`src/rtl/ej32_pkg.sv`:
```
// Shared types for the eJ32 memory arbiter: owner tags, arbiter states and
// requester bit positions in the grant vector.
package ej32_pkg;

  typedef enum logic [1:0] {
    OWN_NONE = 2'd0,
    OWN_IF   = 2'd1,
    OWN_LS   = 2'd2,
    OWN_HS   = 2'd3
  } owner_t;

  typedef enum logic {
    ARB_IDLE = 1'b0,
    ARB_LOCK = 1'b1
  } arb_st_t;

  localparam int unsigned NUM_REQ = 3;
  localparam int unsigned REQ_IF  = 0;
  localparam int unsigned REQ_LS  = 1;
  localparam int unsigned REQ_HS  = 2;

  function automatic owner_t gnt_to_owner(input logic [NUM_REQ-1:0] gnt);
    owner_t own;
    unique case (gnt)
      3'b001:  own = OWN_IF;
      3'b010:  own = OWN_LS;
      3'b100:  own = OWN_HS;
      default: own = OWN_NONE;
    endcase
    return own;
  endfunction

endpackage

```
`src/rtl/ej32_arb_pick.sv`:
```
// Combinational priority select for the memory arbiter; produces a one-hot
// grant from the request vector, the arbiter state and the HS starvation flag.
module ej32_arb_pick
  import ej32_pkg::*;
(
  input  logic [NUM_REQ-1:0] i_req,
  input  arb_st_t            i_state,
  input  logic               i_starved,
  output logic [NUM_REQ-1:0] o_gnt
);

  always_comb begin
    o_gnt = '0;
    if (i_state == ARB_LOCK) begin
      // A locked LS sequence owns the bus; idle cycles inside it grant nobody.
      o_gnt[REQ_LS] = i_req[REQ_LS];
    end else if (i_starved && i_req[REQ_HS]) begin
      o_gnt[REQ_HS] = 1'b1;
    end else if (i_req[REQ_LS]) begin
      o_gnt[REQ_LS] = 1'b1;
    end else if (i_req[REQ_IF]) begin
      o_gnt[REQ_IF] = 1'b1;
    end else if (i_req[REQ_HS]) begin
      o_gnt[REQ_HS] = 1'b1;
    end
  end

endmodule

```
`src/rtl/ej32_mem_arb.sv`:
```
// eJ32 memory bus arbiter: shares the byte-wide, one-cycle-latency memory
// between instruction fetch, load/store and the host console port.
module ej32_mem_arb
  import ej32_pkg::*;
#(
  parameter int unsigned ASZ    = 17,
  parameter int unsigned STARVE = 8
) (
  input  logic           clk,
  input  logic           rst_n,
  input  logic           if_req,
  input  logic [ASZ-1:0] if_addr,
  output logic           if_gnt,
  output logic           if_rvalid,
  input  logic           ls_req,
  input  logic           ls_we,
  input  logic           ls_lock,
  input  logic [ASZ-1:0] ls_addr,
  input  logic [7:0]     ls_wdata,
  output logic           ls_gnt,
  output logic           ls_rvalid,
  input  logic           hs_req,
  input  logic           hs_we,
  input  logic [ASZ-1:0] hs_addr,
  input  logic [7:0]     hs_wdata,
  output logic           hs_gnt,
  output logic           hs_rvalid,
  output logic [ASZ-1:0] mem_addr,
  output logic           mem_we,
  output logic [7:0]     mem_wdata,
  input  logic [7:0]     mem_rdata,
  output logic [7:0]     rdata,
  output owner_t         owner
);

  localparam int unsigned CW = $clog2(STARVE + 1);

  arb_st_t              r_state, w_state_d;
  logic    [CW-1:0]     r_starve_cnt, w_starve_cnt_d;
  owner_t               r_rv_owner, w_rv_owner_d;
  logic    [NUM_REQ-1:0] w_req, w_pick, w_gnt;
  logic                 w_starved;

  assign w_req     = {hs_req, ls_req, if_req};
  assign w_starved = (r_starve_cnt == CW'(STARVE));

  ej32_arb_pick u_pick (
    .i_req     (w_req),
    .i_state   (r_state),
    .i_starved (w_starved),
    .o_gnt     (w_pick)
  );

  // Nothing is granted or returned while reset is held.
  assign w_gnt  = rst_n ? w_pick : '0;
  assign if_gnt = w_gnt[REQ_IF];
  assign ls_gnt = w_gnt[REQ_LS];
  assign hs_gnt = w_gnt[REQ_HS];
  assign owner  = gnt_to_owner(w_gnt);

  always_comb begin
    mem_addr  = '0;
    mem_we    = 1'b0;
    mem_wdata = '0;
    unique case (owner)
      OWN_IF: mem_addr = if_addr;
      OWN_LS: begin
        mem_addr  = ls_addr;
        mem_we    = ls_we;
        mem_wdata = ls_wdata;
      end
      OWN_HS: begin
        mem_addr  = hs_addr;
        mem_we    = hs_we;
        mem_wdata = hs_wdata;
      end
      OWN_NONE: ;
    endcase
  end

  assign rdata     = mem_rdata;
  assign if_rvalid = rst_n && (r_rv_owner == OWN_IF);
  assign ls_rvalid = rst_n && (r_rv_owner == OWN_LS);
  assign hs_rvalid = rst_n && (r_rv_owner == OWN_HS);

  always_comb begin
    w_state_d = r_state;
    unique case (r_state)
      ARB_IDLE: if (ls_gnt && ls_lock) w_state_d = ARB_LOCK;
      // In LOCK ls_gnt tracks ls_req, so dropping ls_lock always ends the sequence.
      ARB_LOCK: if (!ls_lock) w_state_d = ARB_IDLE;
      default:  w_state_d = ARB_IDLE;
    endcase
  end

  always_comb begin
    w_starve_cnt_d = '0;
    if (hs_req && !hs_gnt) begin
      w_starve_cnt_d = w_starved ? r_starve_cnt : r_starve_cnt + CW'(1);
    end
  end

  assign w_rv_owner_d = (owner != OWN_NONE && !mem_we) ? owner : OWN_NONE;

  always_ff @(posedge clk) begin
    if (!rst_n) begin
      r_state      <= ARB_IDLE;
      r_starve_cnt <= '0;
      r_rv_owner   <= OWN_NONE;
    end else begin
      r_state      <= w_state_d;
      r_starve_cnt <= w_starve_cnt_d;
      r_rv_owner   <= w_rv_owner_d;
    end
  end

endmodule

```
`config.mk`:
```
export PLATFORM = sky130hd
export DESIGN_NAME = ej32_mem_arb
export DESIGN_NICKNAME = d
export VERILOG_FILES = /design/src/rtl/ej32_pkg.sv /design/src/rtl/ej32_arb_pick.sv /design/src/rtl/ej32_mem_arb.sv
export SDC_FILE = /design/constraint.sdc
export NUM_CORES = 1
export LEC_CHECK = 0
export BUFFER_PORTS_ARGS = -buffer_cell sky130_fd_sc_hd__buf_2
export CORE_ASPECT_RATIO = 1.75
export CORE_MARGIN = 1.5
export CORE_UTILIZATION = 27
export CTS_CLUSTER_DIAMETER = 100
export CTS_CLUSTER_SIZE = 14
export DETAILED_ROUTE_END_ITERATION = 7
export HOLD_SLACK_MARGIN = 0.12
export PLACE_DENSITY = 0.81
export SYNTH_ARGS = -nofsm -noshare
export SYNTH_HDL_FRONTEND = slang
export SYNTH_HIERARCHICAL = 1
export SYNTH_SLANG_ARGS = --single-unit
export TNS_END_PERCENT = 20
```
`constraint.sdc`:
```
create_clock -name clk -period 2.3 [get_ports clk]
set_clock_uncertainty 0.15 [all_clocks]
set_input_delay 0.23 -clock clk [delete_from_list [all_inputs] [get_ports clk]]
set_output_delay 0.23 -clock clk [all_outputs]
set_load 0.01 [all_outputs]
```
==> Yosys cells after proc, flatten, opt, wreduce, memory -nomap -nowiden <==
Index checks and enable logic that the tools add are counted.
{ "op_classes": {"n_addsub": 1, "eq_ne": 10, "muxes": 19, "bitwise": 1, "reduce_logical": 12} }
{ "op_table": {"columns": ["op", "count"], "rows": [
  ["$pmux 17 s3", 1],
  ["$pmux 8 s2", 1],
  ["$mux 1", 12],
  ["$eq 2x2->1 const B", 4],
  ["$logic_and 1x1->1", 7],
  ["$pmux 2 s3", 1],
  ["$add 4x1->4 const B", 1],
  ["$eq 2x1->1 const B", 2],
  ["$eq 4x4->1 const B", 1],
  ["$pmux 1 s2", 2],
  ["$reduce_and 2->1", 2],
  ["$eq 3x1->1 const B", 1],
  ["$eq 3x2->1 const B", 1],
  ["$eq 3x3->1 const B", 1],
  ["$mux 3", 1],
  ["$logic_not 1->1", 2],
  ["$mux 2", 1],
  ["$reduce_bool 2->1", 1],
  ["$not 1->1", 1]
]} }
{ "totals": {"ff_bits": 7, "wordCells": 46} }

==> Logic depth before layout (Yosys ltp) <==
Gate-level depths: netlist (run 1).
{ "depth": {"ltp_word": 13, "depth_mapped": 11, "mapped_depth_nobuf": 8} }

==> Cells and area by module <==
The synthesis (run 1) kept the hierarchy.
{ "modules_own_cells": {"columns": ["mod", "n_inst", "cells_each", "area_each_um2", "seq_area_each_um2"], "rows": [
  ["ej32_mem_arb", 1, 101, 834.6, 140.1],
  ["ej32_arb_pick", 1, 6, 37.5, 0.0]
]} }

==> Worst setup path after synthesis (run 1) <==
No wires, ideal clock.
{ "synth_timing": {"kind": "reg-to-output", "startpoint": "register r_starve_cnt[0]", "endpoint": "output mem_addr[10]", "arrival_time_ns": 2.071, "path_slack_ns": -0.151, "stages_incl_launch_ff": 12, "path_cell_list": "dfxtp_1 inv_1 ha_1 and3b_1 clkbuf_1 o21bai_1 and3b_1 and4bb_1 buf_6 buf_8 a222oi_1 inv_1"} }
{ "synth_between": {"elab_chain_cells": 9, "word_cells_on_any_way": 16, "classes_between": "7 x eq/ne; 8 x mux; 1 x reduce/logical"} }
{ "synth_lines": {"columns": ["element", "line", "rtl"], "rows": [
  ["from (decl)", "ej32_mem_arb.sv:39", "logic [CW-1:0] r_starve_cnt, w_starve_cnt_d;"],
  ["from (signal assigned)", "ej32_mem_arb.sv:112", "r_starve_cnt <= w_starve_cnt_d;"],
  ["$eq 4x4->1 *", "ej32_mem_arb.sv:45", "assign w_starved = (r_starve_cnt == CW'(STARVE));"],
  ["via w_starved", "ej32_mem_arb.sv:42", "logic w_starved;"],
  ["$logic_and 1x1->1 *", "ej32_arb_pick.sv:17", "end else if (i_starved && i_req[REQ_HS]) begin"],
  ["$mux 1 *", "ej32_arb_pick.sv:17", null],
  ["$mux 1 *", "ej32_arb_pick.sv:14", "if (i_state == ARB_LOCK) begin"],
  ["via w_pick[2]", "ej32_mem_arb.sv:41", "logic [NUM_REQ-1:0] w_req, w_pick, w_gnt;"],
  ["$mux 3 *", "ej32_mem_arb.sv:55", "assign w_gnt = rst_n ? w_pick : '0;"],
  ["$eq 3x3->1, or another cell as far along", "ej32_pkg.sv:24", "unique case (gnt)"],
  ["$pmux 2 s3 *", "ej32_pkg.sv:24", null],
  ["$eq 2x2->1 / $eq 2x1->1 (equally long branches)", "ej32_mem_arb.sv:65", "unique case (owner)"],
  ["$pmux 17 s3 *", "ej32_mem_arb.sv:65", null],
  ["to (decl)", "ej32_mem_arb.sv:28", "output logic [ASZ-1:0] mem_addr,"]
]} }
Mark *: on every way through the listed nets, which the timed path passes. The rest lies on a longest branch.

==> Worst setup path after layout (run 1) <==
{ "layout_timing": {"startpoint": "register r_starve_cnt[0]", "endpoint": "output mem_addr[6]"} }
{ "layout_between": {"elab_chain_cells": 9, "word_cells_on_any_way": 16, "classes_between": "7 x eq/ne; 8 x mux; 1 x reduce/logical"} }
{ "layout_lines": {"columns": ["element", "line"], "rows": [
  ["$eq 4x4->1 *", "ej32_mem_arb.sv:45"],
  ["$logic_and 1x1->1 *", "ej32_arb_pick.sv:17"],
  ["$mux 2 *", "ej32_arb_pick.sv:17"],
  ["$mux 1 *", "ej32_arb_pick.sv:14"],
  ["via w_pick[0]", "ej32_mem_arb.sv:41"],
  ["$mux 3 *", "ej32_mem_arb.sv:55"],
  ["$eq 3x3->1, or another cell as far along", "ej32_pkg.sv:24"],
  ["$pmux 2 s3 *", "ej32_pkg.sv:24"],
  ["$eq 2x2->1 / $eq 2x1->1 (equally long branches)", "ej32_mem_arb.sv:65"],
  ["$pmux 17 s3 *", "ej32_mem_arb.sv:65"]
]} }
Marked as above.

==> results of run 1 <==
-- cell usage in the layout, fill, tap and decap left out, types with 2 or more instances in the layout --
| cell type | n |
|---|---|
| and2_1 | 3 |
| mux2i_1 | 2 |
| or2_1 | 2 |
| nand2_1 | 2 |
| a222oi_1 | 17 |
| dfxtp_2 | 2 |
| buf_2 | 107 |
| and3b_2 | 2 |
| clkbuf_8 | 3 |
| xnor2_1 | 2 |
| dfxtp_1 | 5 |
| buf_4 | 13 |
| buf_12 | 3 |
| ha_1 | 2 |
| and4bb_1 | 2 |
| inv_1 | 18 |
| a22o_1 | 9 |
| nor2_1 | 7 |
-- layout make-up --
| type | instances | share of cell area [%] |
|---|---|---|
| Timing Repair Buffer | 127 | 47.7 |
| Multi-Input combinational cell | 63 | 32.8 |
| Sequential cell | 7 | 8.88 |
| Inverter | 19 | 4.44 |
| Tap cell | 43 | 3.35 |
| Clock buffer | 4 | 2.80 |
-- through the flow --
stage	setup TNS, ps	util, %	hold slack (ps)	power [W]	worst slack [ps]
2_1_floorplan	-598	-	228	0.000234	-54.1
3_3_place_gp	-54.7	46.8	310	0.000320	-54.7
3_5_place_dp	-681	46.8	310	0.000324	-115
4_1_cts	-6890	50.1	151	0.000510	-328
5_1_grt	-9560	51.7	176	0.000546	-451
6_report	-6880	51.7	159	0.000515	-330
-- worst min path at each step --
stage	from	end	slack, ps	depth (start not counted)
2_1_floorplan	ls_lock	r_state	230	1
3_3_place_gp	mem_rdata[5]	rdata[5]	310	0
3_5_place_dp	mem_rdata[5]	rdata[5]	310	0
4_1_cts	ls_we	r_rv_owner[1]	150	3
5_1_grt	ls_we	r_rv_owner[1]	180	3
6_report	ls_we	r_rv_owner[1]	160	3
-- power by group through the flow --
stage                     registers (W)  clock network (W)  logic [W]
final                          0.000130           0.000172   0.000213
after global routing           0.000130           0.000183   0.000232
after CTS                      0.000130           0.000177   0.000204
after detailed placement       0.000132                  0   0.000192
after global placement         0.000132                  0   0.000188
after floorplan                0.000132                  0   0.000102
-- worst reg2reg max path: cells and delay by family, from the launching register on --
family                     cells  cell delay [ps]
AOI/OAI and AO/OA              2              300
adders and majority gates      1              170
buffers and inverters          2              180
DFF                            1              320
and+or+nand+nor                4              890
-- timing repair --
action | CTS | global route
gates resized for setup | 4 | 2
gates cloned | 1 | 1
hold buffers | 1 | 0
endpoints found under the hold margin | 1 | 0
endpoints found under the setup margin | 28 | 29
pin swaps | 23 | 9
setup buffers | 2 | 2
-- layer usage --
metal	global-route usage, %	wire length (µm)	up-vias
met4	4.29	32	0
met1	13.5	1110	594
met3	5.06	472	3
li1	-	-	620
met2	33.5	1880	89
met5	0	0	-
-- flip-flops by register name, summed over array words and instances, names as in the netlist --
name          flops
r_starve_cnt      4
r_state           1
r_rv_owner        2
-- cells by family after synthesis --
| family | Yosys count |
|---|---|
| multiplexers | 2 |
| flip-flops | 7 |
| buffers and inverters | 37 |
| XOR/XNOR | 3 |
| AND/OR/NAND/NOR | 27 |
| AO/OA/AOI/OAI | 29 |
| adder cells (fa/ha/maj) | 2 |
==> results.ini, run 1 <==
[setup_path]
critPathRequiredTime_ps = 1920
crit_path_end_kind = output pin
cp_cell_sequence = inv_2 -> ha_1 -> and3b_2 -> nand2_2 -> and3_4 -> and4bb_4 -> buf_12 -> a222oi_1 -> inv_1 -> buf_6
critPathMaxFanout = 7
worstReg2RegEnd = r_rv_owner[1]
worstSetupEndpoint = mem_addr[6]
critPathLaunch = r_starve_cnt[0]
path_depth = 10
worst-path-buf-inv = 4
r2r_slack_ps = 190
cp_top_family = simple AND/OR/NAND/NOR gates
setup.worst_path.start_class = register
crit_type = register to output pin
crit_path_top_delay_cell = a222oi_1
rr_startpoint = r_starve_cnt[0]
critical-path-max-stage-delay_ps = 360
critPathArrivalTime_ps = 2250
worstRegToRegCells = 9

[pwr]
clkPwrFrac_pct = 33.3
sw_frac_of_total_pct = 27.9
combPwrFrac_pct = 41.4
powerDensity_nw_per_um2 = 321
p_int_w = 0.000371
leakage_nw = 1.01
p_seq_share_pct = 25.3
power.ir.vdd_worst_mv = 0.356
power_switching_w = 0.000144

[yosys]
synth-seq-cells = 7
synth_compound_area_share_pct = 31.4
synth_top_family_by_area = compound AO/OA/AOI/OAI gates
yosysWarnings = 6
synth_area_um2 = 872
ys_top_cells_by_count = 19 x inv_1, 17 x a222oi_1, 9 x a22o_1, 8 x buf_4
yosysUniqueCellTypes = 28
yosysMostFrequentCell = inv_1
synth.avg_cell_area_um2 = 8.15
netlist.top_cell.by_area = a222oi_1
synthCells = 107
synthXorXnorAreaFrac_pct = 3.01
muxShareOfSynthArea_pct = 2.30
synth-simple-area-share_pct = 19.2
yosysSeqAreaShare_pct = 16.1
synth_nets = 192
async_reset_ff_share_pct = 0
synth_top_cell_area_share_pct = 19.5
synth_ff_type = dfxtp_1
synth-adder-area-share_pct = 2.87
synth_enable_flop_cells = 0
synth_area_leaders = a222oi_1 20%, dfxtp_1 16%, a22o_1 9.0%

[global_route]
grt_pass1_wl_um = 4480
grt_max_degree = 27
grt_remaining_overflow = 0
antenna_found_initial = 0
grt_pass1_vias = 1119
grtUsageTotal_pct = 16.5

[final_layout]
n_antenna_cell = 0
multi_input_area_um2 = 527
nNetsFinal = 306
area_growth_pct = 84.2
fin_cells = 263
ff_latch_area_um2 = 143
layout-drive-gt1-share_pct = 62.3
fill_cells = 314
stdcell_area_um2 = 1610

[sta]
finalSetupViolations = 28
setup_slack_ps = -330
finalHoldViolations = 0
timing.slew.headroom_pct = 78.6
rsz0062_at_grt = yes
fin_crit_ps = 2630
drv_slew = 0
worst_pin_slew_ps = 321
fmax_ghz = 0.380
fin_crit_sh_pct = 114

[cts]
cts_sinks = 7
cts_tree = built
numCtsBuffers = 3
clkLatencyLatePin_ps = 230
ctsHtreeMaxLevel = 1
path_clk_slew_ps = 40
cts_root_buf = clkbuf_8
cts.path.max_buffers = 2

[drt]
via_per_inst = 4.97
drc = 0
vias = 1306
antenna_left = 0
wl_um = 3500
wl_per_cell_um = 13.3
drt-initial-drc-count = 81
drtPass1Iterations = 7

[die]
initial_core_util_pct = 28.1
core_area_um2 = 3110
die_h_um = 78.2
rows = 27
die_w_um = 46.0
die_area_um2 = 3590
io_pins = 125

[worst_hold_path]
hold_path.class = input port to register

[place]
hpwl_um = 2640
dp_cells = 252
place_congestion = 0.698
portBuffers = 108
placedInstanceArea_um2 = 1460

[status]
status = finished, violations left
violations = setup timing

[flow_run]
maxCapViolations = 0

(Power assumes the default switching activity.)
==> run 2, diff against run 1 <==
--- a/config.mk
+++ b/config.mk
@@ -19,3 +19,2 @@
 export SYNTH_HIERARCHICAL = 1
 export SYNTH_SLANG_ARGS = --single-unit
-export TNS_END_PERCENT = 20
==> constraint.sdc (replaced) <==
create_clock -name clk -period 2.3 [get_ports clk]
set_clock_uncertainty 0.15 [all_clocks]
set_input_delay 0.345 -clock clk [delete_from_list [all_inputs] [get_ports clk]]
set_output_delay 0.345 -clock clk [all_outputs]
set_load 0.01 [all_outputs]
==> results.ini, run 2 (same netlist as run 1, synthesis figures left out) <==
[sta]
finalHoldViolations = 0
rsz0062_at_grt = yes
fmax_ghz = 0.358
fin_crit_ps = 2800
fin_worst_hold_slack_ps = 189
setup_slack_ps = -496
drv_slew = 0
worst_pin_slew_ps = 322
timing.slew.headroom_pct = 78.5
finalSetupViolations = 30
fin_crit_sh_pct = 122

[drt]
wl_per_cell_um = 13.7
met3_length_um = 449
vias = 1330
route.met2.wl_um = 2000
antenna_left = 0
drc = 0
drtPass1Iterations = 6
highest_layer = met4
via_per_inst = 4.96
drt-initial-drc-count = 72
met1_length_um = 1150
wl_um = 3670

[final_layout]
largest_reg_flops = 4
nNetsFinal = 311
stdcell_area_um2 = 1670
layout-drive-gt1-share_pct = 65.3
fill_cells = 313
layout_common_cells = 106 x buf_2, 18 x inv_1, 17 x a222oi_1
regMostFlops = r_starve_cnt
utilization_pct = 53.8
n_antenna_cell = 0
reg_top3 = r_starve_cnt x4, r_rv_owner x2, r_state x1
layout_commonest_cell = buf_2
area_growth_pct = 91.8
fin_cells = 268

[setup_path]
worstRegToRegCells = 12
crit_top_cell = and3b_2
worstReg2RegEnd = r_rv_owner[1]
cp_top_family = simple AND/OR/NAND/NOR gates
critical-path-max-stage-delay_ps = 310
rr_startpoint = r_starve_cnt[0]
r2r_slack_ps = -60
worst-path-buf-inv = 5
critPathArrivalTime_ps = 2300
critPathRequiredTime_ps = 1800
critPathLaunch = r_starve_cnt[0]
setup.worst_path.start_class = register
critPathMaxFanout = 8
cp_cell_sequence = inv_2 -> ha_1 -> and3b_2 -> o21bai_1 -> and3b_2 -> buf_6 -> and4bb_4 -> buf_16 -> a222oi_1 -> inv_1 -> buf_2
crit_path_end_kind = output pin
crit_type = register to output pin
crit_path_top_delay_cell = dfxtp_2

[global_route]
grt_pass1_vias = 1256
grtUsageTotal_pct = 18.4
grt_pass1_wl_um = 4970
grt_max_degree = 25
grt_remaining_overflow = 0
antenna_found_initial = 0

[die]
die_h_um = 78.2
rows = 27
die_w_um = 46.0
initial_core_util_pct = 28.1
core_area_um2 = 3110
die_area_um2 = 3590
io_pins = 125

[worst_hold_path]
hold_path.class = input port to register
worstHoldStart = ls_lock
hold_end = r_state
hold_path_depth = 2

[cts]
cts_tree = built
cts.path.max_buffers = 2
path_clk_slew_ps = 40
clkLatencyLatePin_ps = 240
numCtsBuffers = 3
ctsHtreeMaxLevel = 1
cts_root_buf = clkbuf_8
ctsHoldBuffers = 0
cts_sinks = 7

[place]
dp_cells = 254
placedInstanceArea_um2 = 1470
place_congestion = 0.723
hpwl_um = 2600
portBuffers = 108

[pwr]
leakage_nw = 1.04
power.ir.vdd_worst_mv = 0.369
powerDensity_nw_per_um2 = 318

[flow_run]
maxCapViolations = 0

[status]
status = finished, violations left
violations = setup timing

[run 2: layer usage]
layer | global-route usage, % | up-vias
met5 | 0 | -
met4 | 6.86 | 0
met3 | 4.14 | 5
met2 | 39.3 | 89
met1 | 13.0 | 609
li1 | - | 627
[run 2: power breakdown]
group,internal [W],leakage [nW],total [W],switching [W]
logic,0.000130,0.957,0.000221,0.0000913
registers,0.000127,0.0579,0.000130,0.00000340
clock network,0.000120,0.0228,0.000180,0.0000599
[run 2: worst max-delay path by stage]
stage | to | slack, ps | cells after the start
2_1_floorplan | mem_addr[10] | -170 | 11
4_1_cts | mem_addr[3] | -420 | 11
6_report | mem_addr[12] | -500 | 11
3_3_place_gp | mem_addr[3] | -150 | 10
5_1_grt | mem_addr[12] | -630 | 11
3_5_place_dp | mem_addr[3] | -160 | 10
[run 2: layout make-up]
class / instances / area, µm² / share of cell area, %
Timing Repair Buffer: 132 / 822 / 49.1
Multi-Input combinational cell: 63 / 538 / 32.2
Sequential cell: 7 / 143 / 8.53
Inverter: 19 / 71.3 / 4.26
Tap cell: 43 / 53.8 / 3.22
Clock buffer: 4 / 45.0 / 2.69
[run 2: stage by stage]
step / TNS (ps) / setup WS, ps / total power (W)
global route: -15400 / -632 / 0.000560
CTS: -10850 / -416 / 0.000526
finish: -12780 / -496 / 0.000532
floorplan: -2490 / -169 / 0.000234
detailed placement: -2560 / -160 / 0.000324
global placement: -1710 / -148 / 0.000319
[run 2: timing repair]
action,CTS,global route
gates cloned,2,0
setup endpoints to repair,28,30
pin swaps,11,10
gates resized for setup,11,4
buffers inserted,5,3
[run 2: worst register-to-register path: stages (launching register included)]
cell and delay, ps:
dfxtp_2 320, inv_2 40, ha_1 190, and3b_2 220, o21bai_1 170, and3b_2 240, and4bb_4 380, buf_6 110
buf_6 90, a22o_1 140, buf_4 100, buf_4 90, nor2b_1 30
==> run 3, diff against run 2 <==
- SETUP_SLACK_MARGIN: default -> 0.05
==> results.ini, run 3 (same netlist as run 1, synthesis figures left out) <==
[status]
status = finished, violations left
violations = setup timing

[drt]
wl_um = 3790
via_per_inst = 4.95
drc = 0
antenna_left = 0
drtPass1Iterations = 5
vias = 1337
drt-initial-drc-count = 75
wl_per_cell_um = 14.0

[global_route]
use_met2_pct = 38.2
grt_remaining_overflow = 0
busiest_layer = met2
grtUsageTotal_pct = 18.2
grt_max_degree = 19
grt_pass1_vias = 1256
grt_pass1_wl_um = 5030
use_met1_pct = 15.1
grt_util_met3_pct = 2.07
antenna_found_initial = 0

[setup_path]
critPathMaxFanout = 7
critPathRequiredTime_ps = 1800
cp_cell_sequence = inv_2 -> ha_1 -> and3b_2 -> o21bai_1 -> and3b_2 -> and4bb_4 -> buf_12 -> a222oi_1 -> inv_1 -> buf_2
crit_type = register to output pin
cp_top_family = simple AND/OR/NAND/NOR gates
setup.worst_path.start_class = register
critical-path-max-stage-delay_ps = 410
crit_path_end_kind = output pin
critPathArrivalTime_ps = 2340
worst-path-buf-inv = 4
crit_path_top_delay_cell = a222oi_1
worstRegToRegCells = 10
path_depth = 10
crit_top_cell = and3b_2

[final_layout]
n_antenna_cell = 0
utilization_pct = 56.4
reg_top3 = r_starve_cnt x4, r_rv_owner x2, r_state x1
stdcell_area_um2 = 1750
regMostFlops = r_starve_cnt
area_growth_pct = 101
layout-drive-gt1-share_pct = 66.1
layout_common_cells = 106 x buf_2, 18 x inv_1, 17 x a222oi_1
largest_reg_flops = 4
nNetsFinal = 313
layout_commonest_cell = buf_2

[worst_hold_path]
hold_path_depth = 2
hold_path.class = input port to register

[sta]
drv_slew = 0
fmax_ghz = 0.353
fin_crit_sh_pct = 123
timing.slew.headroom_pct = 73.1
rsz0062_at_grt = yes
setup_slack_ps = -534
finalHoldViolations = 0
fin_crit_ps = 2830
worst_pin_slew_ps = 404
finalSetupViolations = 29
fin_worst_hold_slack_ps = 201

[pwr]
combPwrFrac_pct = 43.1
leakage_nw = 1.07
powerDensity_nw_per_um2 = 307
power_switching_w = 0.000154
power.ir.vdd_worst_mv = 0.371
sw_frac_of_total_pct = 28.7
p_int_w = 0.000383
clkPwrFrac_pct = 32.7
p_seq_share_pct = 24.1
total_power_w = 0.000538

[die]
die_w_um = 46.0
die_h_um = 78.2
rows = 27
initial_core_util_pct = 28.1
io_pins = 125
die_area_um2 = 3590
core_area_um2 = 3110

[cts]
cts_tree = built
path_clk_slew_ps = 40
cts.path.max_buffers = 2
clkLatencyLatePin_ps = 230
cts_root_buf = clkbuf_8
cts_sinks = 7
ctsHoldBuffers = 0
numCtsBuffers = 3
ctsHtreeMaxLevel = 1

[place]
place_congestion = 0.706
hpwl_um = 2540
portBuffers = 108
placedInstanceArea_um2 = 1470

[flow_run]
maxCapViolations = 0

==> run 3: layout make-up <==
cell class,instances,area [µm²]
inverters,19,71.3
flip-flops and latches,7,143
multi-input cells,63,553
fillers,297,1360
well taps,43,53.8
repair buffers,134,887
clock buffers,4,45.0
==> run 3: final timing paths <==
| path | startpoint | end | slack, ps |
|---|---|---|---|
| worst max-delay path | r_starve_cnt[0] | mem_addr[9] | -530 |
| worst min-delay path | ls_lock | r_state | 200 |
| worst max register to register | r_starve_cnt[0] | r_rv_owner[1] | 70 |
| worst min register to register | r_starve_cnt[3] | r_starve_cnt[3] | 380 |
==> run 3: power by group through the flow <==
stage	registers (W)	clock network, W	logic [W]
CTS	0.000130	0.000179	0.000221
global route	0.000130	0.000187	0.000249
global placement	0.000132	0	0.000190
detailed placement	0.000132	0	0.000193
finish	0.000130	0.000176	0.000232
floorplan	0.000132	0	0.000102
==> run 3: timing repair <==
action	CTS	global route
setup endpoints to repair	29	30
setup buffers	5	2
cloned	3	2
resized for setup	8	10
pin swaps	5	11
hold endpoints to repair	0	0
==> run 3: stage by stage <==
stage	TNS (ps)	setup slack (ps)	instances
after global routing	-14860	-630	270
after CTS	-12770	-498	266
after floorplan	-2490	-169	107
after detailed placement	-3770	-265	254
after global placement	-2020	-216	254
final	-12320	-534	270
==> run 3: per-layer routing <==
metal | up-vias | wire, µm
li1 | 637 | -
met3 | 4 | 333
met4 | 0 | 34
met5 | - | 0
met2 | 80 | 2110
met1 | 616 | 1310
